<file path="src/rtl/mem_stage.sv">
// Memory-access pipeline stage: input capture register, req/ack handshake to data memory,
// store-lane alignment, load extraction/extension and a registered writeback bundle.
// Optional define MEM_ALIGN_CHECK_EN: misaligned word/half accesses are dropped and flagged.
module mem_stage #(
  parameter bit         BIG_ENDIAN = 1'b1,
  parameter logic [1:0] DSIZE_WORD = 2'b00,
  parameter logic [1:0] DSIZE_HALF = 2'b01,
  parameter logic [1:0] DSIZE_BYTE = 2'b10
) (
  input  logic        clk,
  input  logic        rst_n,
  input  logic        stall,
  input  logic [31:0] eInst,
  input  logic        eMemWr,
  input  logic        eMemToReg,
  input  logic        eRegWr,
  input  logic [1:0]  eDsize,
  input  logic        eLoadext,
  input  logic        eJal,
  input  logic [1:0]  eFPoint,
  input  logic [31:0] eALUout,
  input  logic [31:0] eBusB,
  input  logic [4:0]  eRw,
  input  logic [31:0] eDelayslot2,
  output logic        dmem_req,
  output logic        dmem_we,
  output logic [31:0] dmem_addr,
  output logic [3:0]  dmem_be,
  output logic [31:0] dmem_wdata,
  input  logic [31:0] dmem_rdata,
  input  logic        dmem_ack,
  output logic        mem_busy,
  output logic [31:0] wInst,
  output logic        wRegWr,
  output logic [4:0]  wRw,
  output logic [1:0]  wFPoint,
  output logic [31:0] wData,
  output logic        misalign_err
);

  typedef enum logic [0:0] {StIdle, StWait} memState;

  memState     state;

  logic [31:0] qInst;
  logic        qMemWr;
  logic        qMemToReg;
  logic        qRegWr;
  logic [1:0]  qDsize;
  logic        qLoadext;
  logic        qJal;
  logic [1:0]  qFPoint;
  logic [31:0] qALUout;
  logic [31:0] qBusB;
  logic [4:0]  qRw;
  logic [31:0] qDelayslot2;

  logic        memop;
  logic        misalign;
  logic        isWord;
  logic        isHalf;
  logic [1:0]  alignOff;
  logic [1:0]  byteLane;
  logic        upperHalf;
  logic [7:0]  byteVal;
  logic [15:0] halfVal;
  logic [3:0]  laneBe;
  logic [31:0] laneWdata;
  logic [31:0] loadData;
  logic [31:0] wbData;
  logic        wbCommit;

  // Capture register: frozen while memory is outstanding, bubble on stall.
  always_ff @(posedge clk or negedge rst_n) begin
    if (!rst_n) begin
      qInst       <= '0;
      qMemWr      <= 1'b0;
      qMemToReg   <= 1'b0;
      qRegWr      <= 1'b0;
      qDsize      <= '0;
      qLoadext    <= 1'b0;
      qJal        <= 1'b0;
      qFPoint     <= '0;
      qALUout     <= '0;
      qBusB       <= '0;
      qRw         <= '0;
      qDelayslot2 <= '0;
    end else if (!mem_busy) begin
      if (stall) begin
        qInst       <= '0;
        qMemWr      <= 1'b0;
        qMemToReg   <= 1'b0;
        qRegWr      <= 1'b0;
        qDsize      <= '0;
        qLoadext    <= 1'b0;
        qJal        <= 1'b0;
        qFPoint     <= '0;
        qALUout     <= '0;
        qBusB       <= '0;
        qRw         <= '0;
        qDelayslot2 <= '0;
      end else begin
        qInst       <= eInst;
        qMemWr      <= eMemWr;
        qMemToReg   <= eMemToReg;
        qRegWr      <= eRegWr;
        qDsize      <= eDsize;
        qLoadext    <= eLoadext;
        qJal        <= eJal;
        qFPoint     <= eFPoint;
        qALUout     <= eALUout;
        qBusB       <= eBusB;
        qRw         <= eRw;
        qDelayslot2 <= eDelayslot2;
      end
    end
  end

  assign memop = qMemWr | qMemToReg;

  always_comb begin
    isWord = 1'b0;
    isHalf = 1'b0;
    case (qDsize)
      DSIZE_WORD: isWord = 1'b1;
      DSIZE_HALF: isHalf = 1'b1;
      DSIZE_BYTE: ;
      default:    ;
    endcase
  end

  // Low address bits are masked to natural alignment before lane selection.
  always_comb begin
    alignOff  = isWord ? 2'b00 : (isHalf ? {qALUout[1], 1'b0} : qALUout[1:0]);
    byteLane  = BIG_ENDIAN ? ~alignOff : alignOff;
    upperHalf = alignOff[1] ^ BIG_ENDIAN;
    byteVal   = 8'(dmem_rdata >> {byteLane, 3'b000});
    halfVal   = upperHalf ? dmem_rdata[31:16] : dmem_rdata[15:0];
    if (isWord) begin
      laneBe    = 4'b1111;
      laneWdata = qBusB;
      loadData  = dmem_rdata;
    end else if (isHalf) begin
      laneBe    = upperHalf ? 4'b1100 : 4'b0011;
      laneWdata = {2{qBusB[15:0]}};
      loadData  = {{16{qLoadext & halfVal[15]}}, halfVal};
    end else begin
      laneBe    = 4'b0001 << byteLane;
      laneWdata = {4{qBusB[7:0]}};
      loadData  = {{24{qLoadext & byteVal[7]}}, byteVal};
    end
  end

`ifdef MEM_ALIGN_CHECK_EN
  assign misalign = memop & ((isWord & (|qALUout[1:0])) | (isHalf & qALUout[0]));

  always_ff @(posedge clk or negedge rst_n) begin
    if (!rst_n) begin
      misalign_err <= 1'b0;
    end else begin
      misalign_err <= misalign;
    end
  end
`else
  assign misalign     = 1'b0;
  assign misalign_err = 1'b0;
`endif

  assign dmem_req   = (state == StWait) | (memop & ~misalign);
  assign dmem_we    = qMemWr;
  assign dmem_addr  = {qALUout[31:2], 2'b00};
  assign dmem_be    = laneBe;
  assign dmem_wdata = laneWdata;
  assign mem_busy   = dmem_req & ~dmem_ack;

  always_ff @(posedge clk or negedge rst_n) begin
    if (!rst_n) begin
      state <= StIdle;
    end else begin
      case (state)
        StIdle:  if (mem_busy) state <= StWait;
        StWait:  if (dmem_ack) state <= StIdle;
        default: state <= StIdle;
      endcase
    end
  end

  always_comb begin
    if (qJal) begin
      wbData = qDelayslot2;
    end else if (qMemToReg) begin
      wbData = loadData;
    end else begin
      wbData = qALUout;
    end
  end

  // A dropped (misaligned) or still-waiting access commits a bubble.
  assign wbCommit = ~mem_busy & ~misalign;

  always_ff @(posedge clk or negedge rst_n) begin
    if (!rst_n) begin
      wInst   <= '0;
      wRegWr  <= 1'b0;
      wRw     <= '0;
      wFPoint <= '0;
      wData   <= '0;
    end else if (wbCommit) begin
      wInst   <= qInst;
      wRegWr  <= qRegWr;
      wRw     <= qRw;
      wFPoint <= qFPoint;
      wData   <= wbData;
    end else begin
      wInst   <= '0;
      wRegWr  <= 1'b0;
      wRw     <= '0;
      wFPoint <= '0;
      wData   <= '0;
    end
  end

endmodule

</file>
<file path="config.mk">
export PLATFORM = sky130hd
export DESIGN_NAME = mem_stage
export DESIGN_NICKNAME = d
export VERILOG_FILES = /design/src/rtl/mem_stage.sv
export SDC_FILE = /design/constraint.sdc
export NUM_CORES = 1
export LEC_CHECK = 0
export BUFFER_PORTS_ARGS = -buffer_cell sky130_fd_sc_hd__buf_2
export CAP_MARGIN = 20
export CORE_AREA = 2 2 135 137
export CTS_BUF_LIST = sky130_fd_sc_hd__clkbuf_8
export DETAILED_ROUTE_END_ITERATION = 7
export DIE_AREA = 0 0 137 139
export PLACE_DENSITY_LB_ADDON = 0.2
export SETUP_SLACK_MARGIN = 0.4
export SYNTH_ARGS = -nofsm -noshare
export SYNTH_HDL_FRONTEND = slang
export SYNTH_SLANG_ARGS = --single-unit
</file>
<file path="constraint.sdc">
create_clock -name clk -period 4.7 [get_ports clk]
set_input_delay 0 -clock clk [delete_from_list [all_inputs] [get_ports clk]]
set_output_delay 0 -clock clk [all_outputs]
set_load 0.1 [all_outputs]
</file>
==> summary.txt <==
Status
  – Status: finished, final reports clean

STA
  – Fmax: between 0.2 and 0.3 GHz
  – Slew Limit Fails: 0
  – Unrepaired setup endpoints after global routing: false
  – Clock Skew: 0.02076 ns
  – Final min period: ~3.7 ns
  – TNS Setup: 0 ns
  – Setup violators final: 0
  – Final period util: 78.18%
  – Fin. Hold Viols: 0
  – Worst-margin pin slew: 1.107 ns
  – Slew headroom: 26.13%

Setup path
  – Crit end category: primary output
  – Largest stage delay, worst path: 0.98 ns
  – CP delay by family, top: simple AND/OR/NAND/NOR gates
  – Worst Path Required: 4.70 ns
  – Worst path bufs/invs: 2
  – Startpoint Class: flop
  – Worst path most repeated cell: nor2_1
  – Crit-path cells: clkinv_1 -> nand2_1 -> nor2_1 -> nor2_1 -> buf_2
  – Crit-path slowest cell: dfrtp_1
  – Crit Path Class: flop to primary output
  – CP arrival: 3.67 ns
  – Crit Path Max Fanout: 24

Global routing
  – Tot GR Track Use: 32.69%
  – Vias in the first global route: 9315
  – GRT overflow: 0
  – First-pass GRT wire length: between 40 and 50 mm
  – Largest net degree at the start of global routing: 143
  – Initial antenna violation count: 3

Clocking
  – # resized after CTS: 0
  – Sink Count: 215
  – Clock transition at path regs: around 0.060 ns
  – CTS H-Tree Depth: 2
  – Inserted Clock Buffers: 37
  – TritonCTS clock tree: done
  – Root Driver: clkbuf_8
  – Clock Latency Late Sink: around 0.54 ns
  – Setup Buffers After CTS: 0
  – Clk buf depth: 3

Die
  – IO Pins: 322
  – Die footprint: 0.01904 mm2
  – Die Y: 139 um
  – Row count: 49
  – Core area: 0.01766 mm2
  – Die width: 137 um
  – Initial Util: 56.02%

Min path
  – Hold WC Path Type: primary input to flop

Cells and area
  – Final non-filler cell total: 1718
  – Share of post-route cells with drive strength above 1: 27.07%
  – Area grow syn2layout: 38.50%
  – Nets: 1638
  – Cell area after layout: around 0.014 mm2
  – Fillers: 1132

Synth
  – Cell Area, Synth: roughly 0.0099 mm2
  – Top cells by area, synth: dfrtp_1 54%, nand2_1 12%, nand3b_1 11%
  – Synthesized flop and latch total: 215
  – Ys flop type: dfrtp_1
  – Ys async rst share: between 90% and 100%
  – Yosys top cell by area: dfrtp_1
  – Synthesized netlist cell count: between 1000 and 1500
  – Most instantiated cells after synthesis: 308 x nand2_1, 215 x dfrtp_1, 141 x nand3b_1
  – Most frequent cell after synthesis: nand2_1
  – Avg Inst Size Synth: 9.521 um2
  – Number of synthesized flops with an enable pin: 0
  – Netlist cell types: 43
  – Total number of yosys warnings: 0
  – Yosys top cell area share: a little over half
  – Sequential area share after synthesis: 54.39%

Routing
  – Vias per Instance: 5.469
  – Routed WL per cell: 18.60 um
  – DRT Pass-1 Iters: 6
  – Via count: 9395
  – Initial DRC Count: roughly 670
  – Remaining antenna violation count: 0
  – Drt total wl: about 32 mm
  – Post-route DRC: 0

Power
  – Lkg Pwr: about 7.3 nW
  – Pwr dens: 462.3 mW/mm2
  – Worst IR drop on VDD: 0.3122 mV

Run
  – Max cap viols: 0

Placed design
  – DP Cell Count: around 1500
  – Placed cell area: 0.01120 mm2
  – Routability-driven placement congestion ratio: about 0.9
  – Buffers on Ports: 318
  – Post-DP HPWL: 18.85 mm
==> kinds of logic (layout without fill, tap and decap cells) <==
logic type,Yosys count,after routing,share of synthesized area [%]
AO/OA/AOI/OAI,110,110,7.261
buffers and inverters,128,572,7.083
flip-flops,215,215,54.39
multiplexers,27,27,3.061
other,1,7,0.03791
AND/OR/NAND/NOR,558,558,28.17
==> final timing paths <==
| check | start | to | slack, ns | cells past startpoint |
|---|---|---|---|---|
| worst max-delay path | qDsize[1] | dmem_wdata[25] | 1.03 | 5 |
| worst min-delay path | dmem_rdata[19] | wData[19] | 0.008 | 4 |
| worst max register to register | dmem_we | wData[1] | 1.19 | 7 |
| worst min register to register | qInst[30] | qInst[30] | 0.46 | 2 |
| max in group asynchronous | rst_n | qDelayslot2[23] | 3.36 | 3 |
| min in group asynchronous | rst_n | wInst[4] | 0.14 | 2 |
==> where the power goes <==
group / total [mW] / internal [mW] / switching, mW
Sequential: 2.23 / 2.08 / 0.149
Combinational: 2.41 / 0.500 / 1.91
Clock: 1.70 / 0.924 / 0.773
Total: 6.33 / 3.50 / 2.83
==> state kept, by name, indices dropped and copies added (netlist names) <==
name / flops
qALUout: 32
qBusB: 32
qDelayslot2: 32
qInst: 32
wData: 32
wInst: 32
qRw: 5
wRw: 5
qDsize: 2
qFPoint: 2
wFPoint: 2
dmem_we: 1
qJal: 1
qLoadext: 1
qMemToReg: 1
qRegWr: 1
state: 1
wRegWr: 1
==> routing by layer <==
layer	global-route usage [%]	wire [um]	vias to the layer above
met3	7.054	2619	111
li1	-	-	4258
met1	42.57	12570	4538
met4	14.76	1322	0
met2	52.34	15450	488
met5	0	0	-
==> layout make-up <==
| type | instances | area, um2 | area share [%] |
|---|---|---|---|
| flip-flops and latches | 215 | 5380 | 39.27 |
| multi-input cells | 698 | 3829 | 27.95 |
| repair buffers | 498 | 3421 | 24.97 |
| clock buffers | 45 | 619.3 | 4.521 |
| well taps | 229 | 286.5 | 2.091 |
| clock inverters | 19 | 115.1 | 0.8402 |
| inverters | 10 | 40.04 | 0.2922 |
| diodes | 4 | 10.01 | 0.07306 |
==> layout by cell type (no fill, tap or decap), types with 6 or more instances in the layout <==
cell,synthesis,routed
a2bb2oi_1,8,8
clkbuf_8,0,45
dfrtp_1,215,215
o22ai_1,8,8
and2_1,40,40
o41ai_1,7,7
nor3_1,6,6
nand3b_1,141,141
a221oi_1,6,6
buf_4,46,9
o21ai_0,33,33
a21oi_1,18,18
dlygate4sd3_1,0,170
a31oi_1,16,16
nor2_1,36,35
buf_2,20,316
and3_1,8,8
inv_1,8,20
nand3_1,11,11
nand2_1,308,308
mux2_2,16,16
mux2i_1,10,10
==> worst register-to-register path, delay by kind of cell, from the launching register on <==
kind,cells,cell delay (ns)
AO/OA/AOI/OAI,2,0.62
buffers and inverters,3,1.54
flip-flops,1,0.38
AND/OR/NAND/NOR,2,0.92
==> per-stage QoR <==
stage / total power, mW / utilization (%) / setup WS (ns) / hold WS [ns]
floorplan: 4.090 / - / 1.247 / -0.2956
global placement: 4.475 / 63.43 / 1.873 / 0.1543
detailed placement: 4.498 / 63.43 / 1.738 / 0.1440
CTS: 6.302 / 77.17 / 1.169 / 0.001516
global route: 6.558 / 77.57 / 0.9265 / 0.005751
finish: 6.334 / 77.59 / 1.025 / 0.008111
==> what timing repair did <==
| action | CTS | global route |
|---|---|---|
| hold endpoints to repair | 278 | 22 |
| hold buffers | 169 | 1 |
| endpoints found under the setup margin | 0 | 0 |
Power figures use the tool's default switching activity.
